File: config.mk
export PLATFORM = sky130hd
export DESIGN_NAME = median_feeder_flat
export DESIGN_NICKNAME = d
export VERILOG_FILES = /design/src/rtl/median_feeder_if.sv /design/src/rtl/median_feeder.sv /design/src/flat_wrapper.sv
export SDC_FILE = /design/constraint.sdc
export NUM_CORES = 1
export LEC_CHECK = 0
export CAP_MARGIN = 5
export CORE_MARGIN = 2
export CORE_UTILIZATION = 55
export DETAILED_ROUTE_END_ITERATION = 8
export PLACE_DENSITY = 0.76
export RECOVER_POWER = 50
export SETUP_SLACK_MARGIN = 0.5
export SYNTH_ARGS = -nofsm -noshare
export SYNTH_HDL_FRONTEND = slang
export SYNTH_SLANG_ARGS = --single-unit
File: constraint.sdc
create_clock -name interf_clk_i -period 6.9 [get_ports interf_clk_i]
set_input_delay 1.035 -clock interf_clk_i [delete_from_list [all_inputs] [get_ports interf_clk_i]]
set_output_delay 1.035 -clock interf_clk_i [all_outputs]
set_load 0.02 [all_outputs]
File: src/rtl/median_feeder_if.sv
`default_nettype none
// clk_rstn_if: bundles the single rising-edge clock and the asynchronous active-low reset.
// Revision 1.0
interface clk_rstn_if;
    logic clk_i;
    logic rstn_i;

    modport dut (input clk_i, input rstn_i);
endinterface
`default_nettype wire

File: src/rtl/median_feeder.sv
`default_nettype none
// median_feeder: buffers producer samples and presents them one at a time to the median filter.
// Revision 1.0
module median_feeder #(
    parameter int DEPTH  = 8,
    parameter int GAP_W  = 8,
    parameter int ACK_TO = 4
) (
    clk_rstn_if.dut                 interf,
    input  logic                    wr_en_i,
    input  logic [15:0]             wr_data_i,
    input  logic                    enable_i,
    input  logic [GAP_W-1:0]        gap_i,
    input  logic                    ack_i,
    output logic [15:0]             data_o,
    output logic                    data_av_o,
    output logic                    full_o,
    output logic                    empty_o,
    output logic [$clog2(DEPTH):0]  count_o,
    output logic                    busy_o,
    output logic                    timeout_o,
    output logic                    overflow_o
);
    localparam int c_aw = $clog2(DEPTH);
    localparam int c_cw = c_aw + 1;
    localparam int c_tw = (ACK_TO > 1) ? $clog2(ACK_TO) : 1;

    typedef enum logic [1:0] {
        IDLE     = 2'd0,
        SEND     = 2'd1,
        WAIT_ACK = 2'd2,
        GAP      = 2'd3
    } state_t;

    logic clk;
    logic rst_n;
    assign clk   = interf.clk_i;
    assign rst_n = interf.rstn_i;

    logic [15:0]       mem_q [DEPTH];
    logic [c_aw-1:0]   wr_ptr_q, wr_ptr_d;
    logic [c_aw-1:0]   rd_ptr_q, rd_ptr_d;
    logic [c_cw-1:0]   count_q, count_d;
    logic              full_q, full_d;
    logic              empty_q, empty_d;
    logic              overflow_q, overflow_d;

    state_t            state_q, state_d;
    logic [GAP_W-1:0]  gap_q, gap_d;
    logic [c_tw-1:0]   wait_q, wait_d;
    logic [15:0]       data_q, data_d;
    logic              data_av_q, data_av_d;
    logic              busy_q, busy_d;
    logic              timeout_q, timeout_d;

    logic              w_pop;
    logic              w_push;

    // The pop is tied to the IDLE->SEND edge; a full FIFO may accept a write on that same edge.
    assign w_pop  = (state_q == IDLE) && enable_i && !empty_q;
    assign w_push = wr_en_i && (!full_q || w_pop);

    always_comb begin
        wr_ptr_d   = wr_ptr_q;
        rd_ptr_d   = rd_ptr_q;
        count_d    = count_q;
        overflow_d = overflow_q;
        if (w_push) begin
            wr_ptr_d = wr_ptr_q + 1'b1;
        end
        if (w_pop) begin
            rd_ptr_d = rd_ptr_q + 1'b1;
        end
        unique case ({w_push, w_pop})
            2'b10:   count_d = count_q + 1'b1;
            2'b01:   count_d = count_q - 1'b1;
            default: count_d = count_q;
        endcase
        if (wr_en_i && full_q && !w_pop) begin
            overflow_d = 1'b1;
        end
        full_d  = (count_d == c_cw'(DEPTH));
        empty_d = (count_d == '0);
    end

    always_comb begin
        state_d   = state_q;
        gap_d     = gap_q;
        wait_d    = wait_q;
        data_d    = data_q;
        timeout_d = 1'b0;
        unique case (state_q)
            IDLE: begin
                if (w_pop) begin
                    state_d = SEND;
                    data_d  = mem_q[rd_ptr_q];
                end
            end
            SEND: begin
                state_d = WAIT_ACK;
                wait_d  = '0;
            end
            WAIT_ACK: begin
                // An ack on the final allowed cycle still counts as a normal acknowledge.
                if (ack_i || (wait_q == c_tw'(ACK_TO - 1))) begin
                    timeout_d = !ack_i;
                    if (gap_i != '0) begin
                        state_d = GAP;
                        gap_d   = gap_i;
                    end else begin
                        state_d = IDLE;
                    end
                end else begin
                    wait_d = wait_q + 1'b1;
                end
            end
            GAP: begin
                gap_d = gap_q - 1'b1;
                if (gap_q <= GAP_W'(1)) begin
                    state_d = IDLE;
                    gap_d   = '0;
                end
            end
            default: state_d = IDLE;
        endcase
        data_av_d = (state_d == SEND);
        busy_d    = (state_d != IDLE);
    end

    always_ff @(posedge clk) begin
        if (w_push) begin
            mem_q[wr_ptr_q] <= wr_data_i;
        end
    end

    always_ff @(posedge clk or negedge rst_n) begin
        if (!rst_n) begin
            wr_ptr_q   <= '0;
            rd_ptr_q   <= '0;
            count_q    <= '0;
            full_q     <= 1'b0;
            empty_q    <= 1'b1;
            overflow_q <= 1'b0;
            state_q    <= IDLE;
            gap_q      <= '0;
            wait_q     <= '0;
            data_q     <= '0;
            data_av_q  <= 1'b0;
            busy_q     <= 1'b0;
            timeout_q  <= 1'b0;
        end else begin
            wr_ptr_q   <= wr_ptr_d;
            rd_ptr_q   <= rd_ptr_d;
            count_q    <= count_d;
            full_q     <= full_d;
            empty_q    <= empty_d;
            overflow_q <= overflow_d;
            state_q    <= state_d;
            gap_q      <= gap_d;
            wait_q     <= wait_d;
            data_q     <= data_d;
            data_av_q  <= data_av_d;
            busy_q     <= busy_d;
            timeout_q  <= timeout_d;
        end
    end

    assign data_o     = data_q;
    assign data_av_o  = data_av_q;
    assign full_o     = full_q;
    assign empty_o    = empty_q;
    assign count_o    = count_q;
    assign busy_o     = busy_q;
    assign timeout_o  = timeout_q;
    assign overflow_o = overflow_q;

endmodule
`default_nettype wire

File: src/flat_wrapper.sv
// flat-port wrapper written by rule: the top's interface ports become plain ports
module median_feeder_flat 
#(
    parameter int DEPTH  = 8,
    parameter int GAP_W  = 8,
    parameter int ACK_TO = 4
)
  (wr_en_i, wr_data_i, enable_i, gap_i, ack_i, data_o, data_av_o, full_o, empty_o, count_o, busy_o, timeout_o, overflow_o, interf_clk_i, interf_rstn_i);
  clk_rstn_if interf_i ();
  input  logic wr_en_i;
  input  logic [15:0] wr_data_i;
  input  logic enable_i;
  input  logic [GAP_W-1:0] gap_i;
  input  logic ack_i;
  output logic [15:0] data_o;
  output logic data_av_o;
  output logic full_o;
  output logic empty_o;
  output logic [$clog2(DEPTH):0] count_o;
  output logic busy_o;
  output logic timeout_o;
  output logic overflow_o;
  input wire logic [$bits(interf_i.clk_i)-1:0] interf_clk_i;
  input wire logic [$bits(interf_i.rstn_i)-1:0] interf_rstn_i;
  assign interf_i.clk_i = interf_clk_i;
  assign interf_i.rstn_i = interf_rstn_i;
  median_feeder #(.DEPTH(DEPTH), .GAP_W(GAP_W), .ACK_TO(ACK_TO)) u_core (.interf(interf_i), .wr_en_i(wr_en_i), .wr_data_i(wr_data_i), .enable_i(enable_i), .gap_i(gap_i), .ack_i(ack_i), .data_o(data_o), .data_av_o(data_av_o), .full_o(full_o), .empty_o(empty_o), .count_o(count_o), .busy_o(busy_o), .timeout_o(timeout_o), .overflow_o(overflow_o));
endmodule
==> results by stage <==
Finish:
- The final core utilization is 67.3%.
- The layout overhead on the synthesized area is 20.7%.
- After the last flow step, the layout net total stands at 505.
- Fill cells in the final layout number 834.
- The post-route netlist has 19.8% of its cells at a drive strength greater than 1.
- The final cell count without fillers is 653.
- Leaving out fill and tap cells, the most frequent cell in the layout is edfxtp_1.
- The antenna cell count is 0.
- In the layout the commonest cells are edfxtp_1 (128), dfrtp_1 (42), clkdlybuf4s50_1 (34), mux4_2 (32), nand2_1 (31).

Logic synthesis:
- The number of flops mapped to enable cells by yosys is ~130.
- During synthesis, Yosys emitted a total of 0 warnings.
- The sequential area share after synthesis is between 70 and 80%.
- The number of nets handed over by synthesis was 439.
- In this run, synthesis produced a sequential element count of between 150 and 200.
- The commonest register cell after synthesis is edfxtp_1.
- In the synthesized netlist, the number of instances is 402.
- Counting distinct cell types in the post-synthesis netlist gives 48.
- The average size of a mapped cell is about 17 um2.
- Summing every instance area after synthesis gives 6950 um2.
- The share of synthesized flip-flops with an asynchronous set or reset is 25.6%.

Setup path:
- The startpoint identified for the worst register-to-register timing path is u_core.state_q[0].
- The sort of element at the end of the critical path is a flip-flop.
- Data on the critical path is required at its endpoint by 7230 ps.
- By instance count, the cell type seen most on the critical path is ha_1.
- The critical path goes through dlygate4sd3_1 > or4b_1 > clkbuf_1 > inv_1 > ha_1 > xor2_1 > ha_1 > mux2_2 > a2111o_1 > a211oi_1.
- The number of cells on the worst reg-to-reg path is 10.
- The capture point of the worst reg-to-reg path is u_core.empty_o.
- STA classifies the critical path startpoint as a primary input.
- The worst setup path is of the primary input to flip-flop kind.
- The worst register-to-register path has a setup slack of ~2800 ps.
- The maximum fanout encountered on the critical timing path is 38.
- On the critical path, the stage with the largest delay is an instance of clkbuf_1.
- The maximum single-stage delay on the critical path is 1220 ps.
- The data arrival time of the worst path is 5030 ps.

STA:
- Setup repair after global routing left no endpoint under its margin.
- The worst path uses 68.0% of the clock period.
- After routing, the total negative slack on setup checks comes to 0 ps.
- The hold violation total from the final report is 0.
- The max-slew violation count is 84.
- Based on the critical path, the design can be clocked at up to roughly 210 MHz.
- The setup clock skew after layout is 15.1 ps.
- The worst-margin pin slew is 2520 ps.
- The setup-violating endpoint count in the final report is 0.
- The headroom to the max-slew limit is -67.8%.
- The worst path in the final design needs a cycle of 4690 ps, including I/O delays and setup.

Die:
- The die area is 13,500 um2.
- The die outline height is 116 um.
- The core box area is 12,500 um2.
- From left edge to right edge, the die measures 116 um.
- After floorplanning, the core was divided into roughly 40 placement rows.
- The starting density of the core is 55.7%.
- The I/O pin count is 55.

Routing:
- Once detail routing completed, the nets flagged for antenna violations numbered 0.
- In the final routed layout, each cell accounts on average for 20.3 um.
- The final route contains roughly 3,800 vias.
- The average via count per standard cell is 5.85.
- For this block, the routed nets add up to ~13,000 um of wire.
- In the routed design, unresolved DRC markers number 0.
- The number of DRC markers in iteration 0 is 326.
- The first detailed-routing pass ran for 5 iterations.

Clocking:
- The post-CTS setup-driven buffer insertion count is 0.
- The worst-skew pair later-pin latency is between 400 and 500 ps.
- The tree is rooted in a clkbuf_16.
- CTS built an H-tree with a depth of 4.
- The longest clock path from root to sink contains 2 buffers.
- The number of gates resized after CTS is 0.
- Clock-pin slew was measured on the worst setup and hold paths at 70 ps.
- TritonCTS built the clock tree.
- After clock tree synthesis, the flow added hold-fix buffers numbering 0.
- The number of clock buffers inserted by TritonCTS is 17.
- The tree built by TritonCTS fans out to 172 sinks.

Pwr:
- The worst vdd rail ir drop is 0.252 mV.
- The total power divided by cell area is 434 nW/um2.
- For this design the static power due to leakage is 2.95 nW.

Global route:
- The number of antenna violations at the first check in global routing is 0.
- Global routing consumed, over all layers together, about a fifth of the routing resources.
- The number of global-route vias before repair came to 3,877.
- The total congestion overflow is 0.
- The maximum number of pins on one net before global-route repair is 45.
- The first global-routing pass estimated a little over 20,000 um of wire.

Hold path:
- The launch point of the worst hold path is u_core.data_o[3].
- The type of the tightest min-delay check is flip-flop to flip-flop.
- The hold path depth is 2.
- The worst hold path terminates at u_core.data_o[3].

Placed design:
- Routability-driven placement finished with a final weighted congestion of 0.848.
- The number of cells in the design after placement is around 620.
- The detailed placement HPWL is a little under 8000 um.
- Input and output buffers added on the ports amount to 54.

Run status:
- The flow ran to the end, but the final reports show violations.
- The final reports fail on capacitance limit, slew limit.

Flow run:
- Max-cap violations in this run came to 2.
[cell usage after synthesis, drive strengths merged, types with 2 or more instances]
master,count,area (um2)
edfxtp,128,3840
dfrtp,43,1080
mux4,32,721
nand2,31,116
o21ai,20,100
mux2i,18,180
clkbuf,11,41.3
inv,11,41.3
nor3,11,55.1
ha,8,100
nor2,8,30.0
buf,7,32.5
xnor2,6,52.6
a22oi,5,37.5
a2bb2oi,5,43.8
a21oi,4,20.0
nand2b,4,25.0
nor4,4,25.0
or2,4,25.0
a211o,3,26.3
mux2,3,33.8
nand3,3,15.0
o2bb2ai,3,32.5
a31o,2,17.5
a31oi,2,12.5
and2,2,12.5
and3,2,12.5
o22ai,2,12.5
or4,2,22.5
xor2,2,17.5
[worst max-delay path, delay by kind of cell]
| family | cells | cell delay, ps |
|---|---|---|
| muxes | 1 | 290 |
| adders and majority gates | 2 | 640 |
| AOI/OAI and AO/OA | 2 | 600 |
| buffers and inverters | 3 | 2090 |
| xor gates and xnor gates | 1 | 180 |
| and+or+nand+nor | 1 | 180 |
[worst max path at each step]
stage                               to  slack (ps)  cells after the start     start
floorplan           u_core.mem_q[0][0]        2910                      5  enable_i
global placement        u_core.empty_o        2600                     11  enable_i
detailed placement      u_core.empty_o        2550                     11  enable_i
CTS                     u_core.empty_o        2950                     11  enable_i
global route            u_core.empty_o        1900                     10  enable_i
finish                  u_core.empty_o        2210                     10  enable_i
[where the power goes]
group / total [mW] / internal (mW) / switching, mW
registers: 1.52 / 1.36 / 0.159
logic: 1.10 / 0.532 / 0.568
clock network: 1.03 / 0.636 / 0.392
total: 3.64 / 2.52 / 1.12
[metal layers]
layer | up-vias | global-route usage (%) | wire, um
met3 | 15 | 6.07 | 828
met1 | 1946 | 28.3 | 5640
met2 | 144 | 34.8 | 6640
li1 | 1714 | - | -
met5 | - | 0 | 0
met4 | 0 | 6.03 | 121
[state kept, by name, indices dropped and copies added, names as in the netlist]
name / count
u_core.count_o: 4
u_core.gap_q: 8
u_core.data_av_o: 1
u_core.data_o: 16
u_core.overflow_o: 1
u_core.state_q: 2
u_core.wr_ptr_q: 3
u_core.wait_q: 2
u_core.empty_o: 1
u_core.full_o: 1
u_core.rd_ptr_q: 3
u_core.busy_o: 1
u_core.timeout_o: 1
u_core.mem_q: 128
[through the flow]
| step | hold slack [ps] | instance area, um2 | setup WS, ps | power, mW |
|---|---|---|---|---|
| 6_report | 492 | 8390 | 2210 | 3.64 |
| 5_1_grt | 513 | 8390 | 1900 | 3.83 |
| 4_1_cts | 498 | 8400 | 2950 | 3.68 |
| 3_5_place_dp | 485 | 7740 | 2550 | 2.64 |
| 3_3_place_gp | 475 | 7740 | 2600 | 2.59 |
| 2_1_floorplan | 472 | 6950 | 2910 | 2.25 |
[logic make-up (layout without fill, tap and decap cells)]
group | Yosys count | after routing | synth area share (%)
DFF | 172 | 172 | 71.2
and+or+nand+nor | 78 | 78 | 5.71
AOI/OAI and AO/OA | 54 | 54 | 5.55
muxes | 53 | 53 | 13.5
buffers and inverters | 29 | 108 | 1.66
adders and majority gates | 8 | 8 | 1.44
xor gates and xnor gates | 8 | 8 | 1.01
[layout make-up]
| type | instances | area (um2) | area share, % |
|---|---|---|---|
| Timing Repair Buffer | 65 | 611 | 7.28 |
| Clock inverter | 13 | 203 | 2.42 |
| Inverter | 11 | 41.3 | 0.492 |
| Tap cell | 172 | 215 | 2.57 |
| Sequential cell | 172 | 4950 | 59.0 |
| Multi-Input combinational cell | 201 | 1920 | 22.9 |
| Clock buffer | 19 | 453 | 5.40 |
Power figures use the tool's default switching activity.
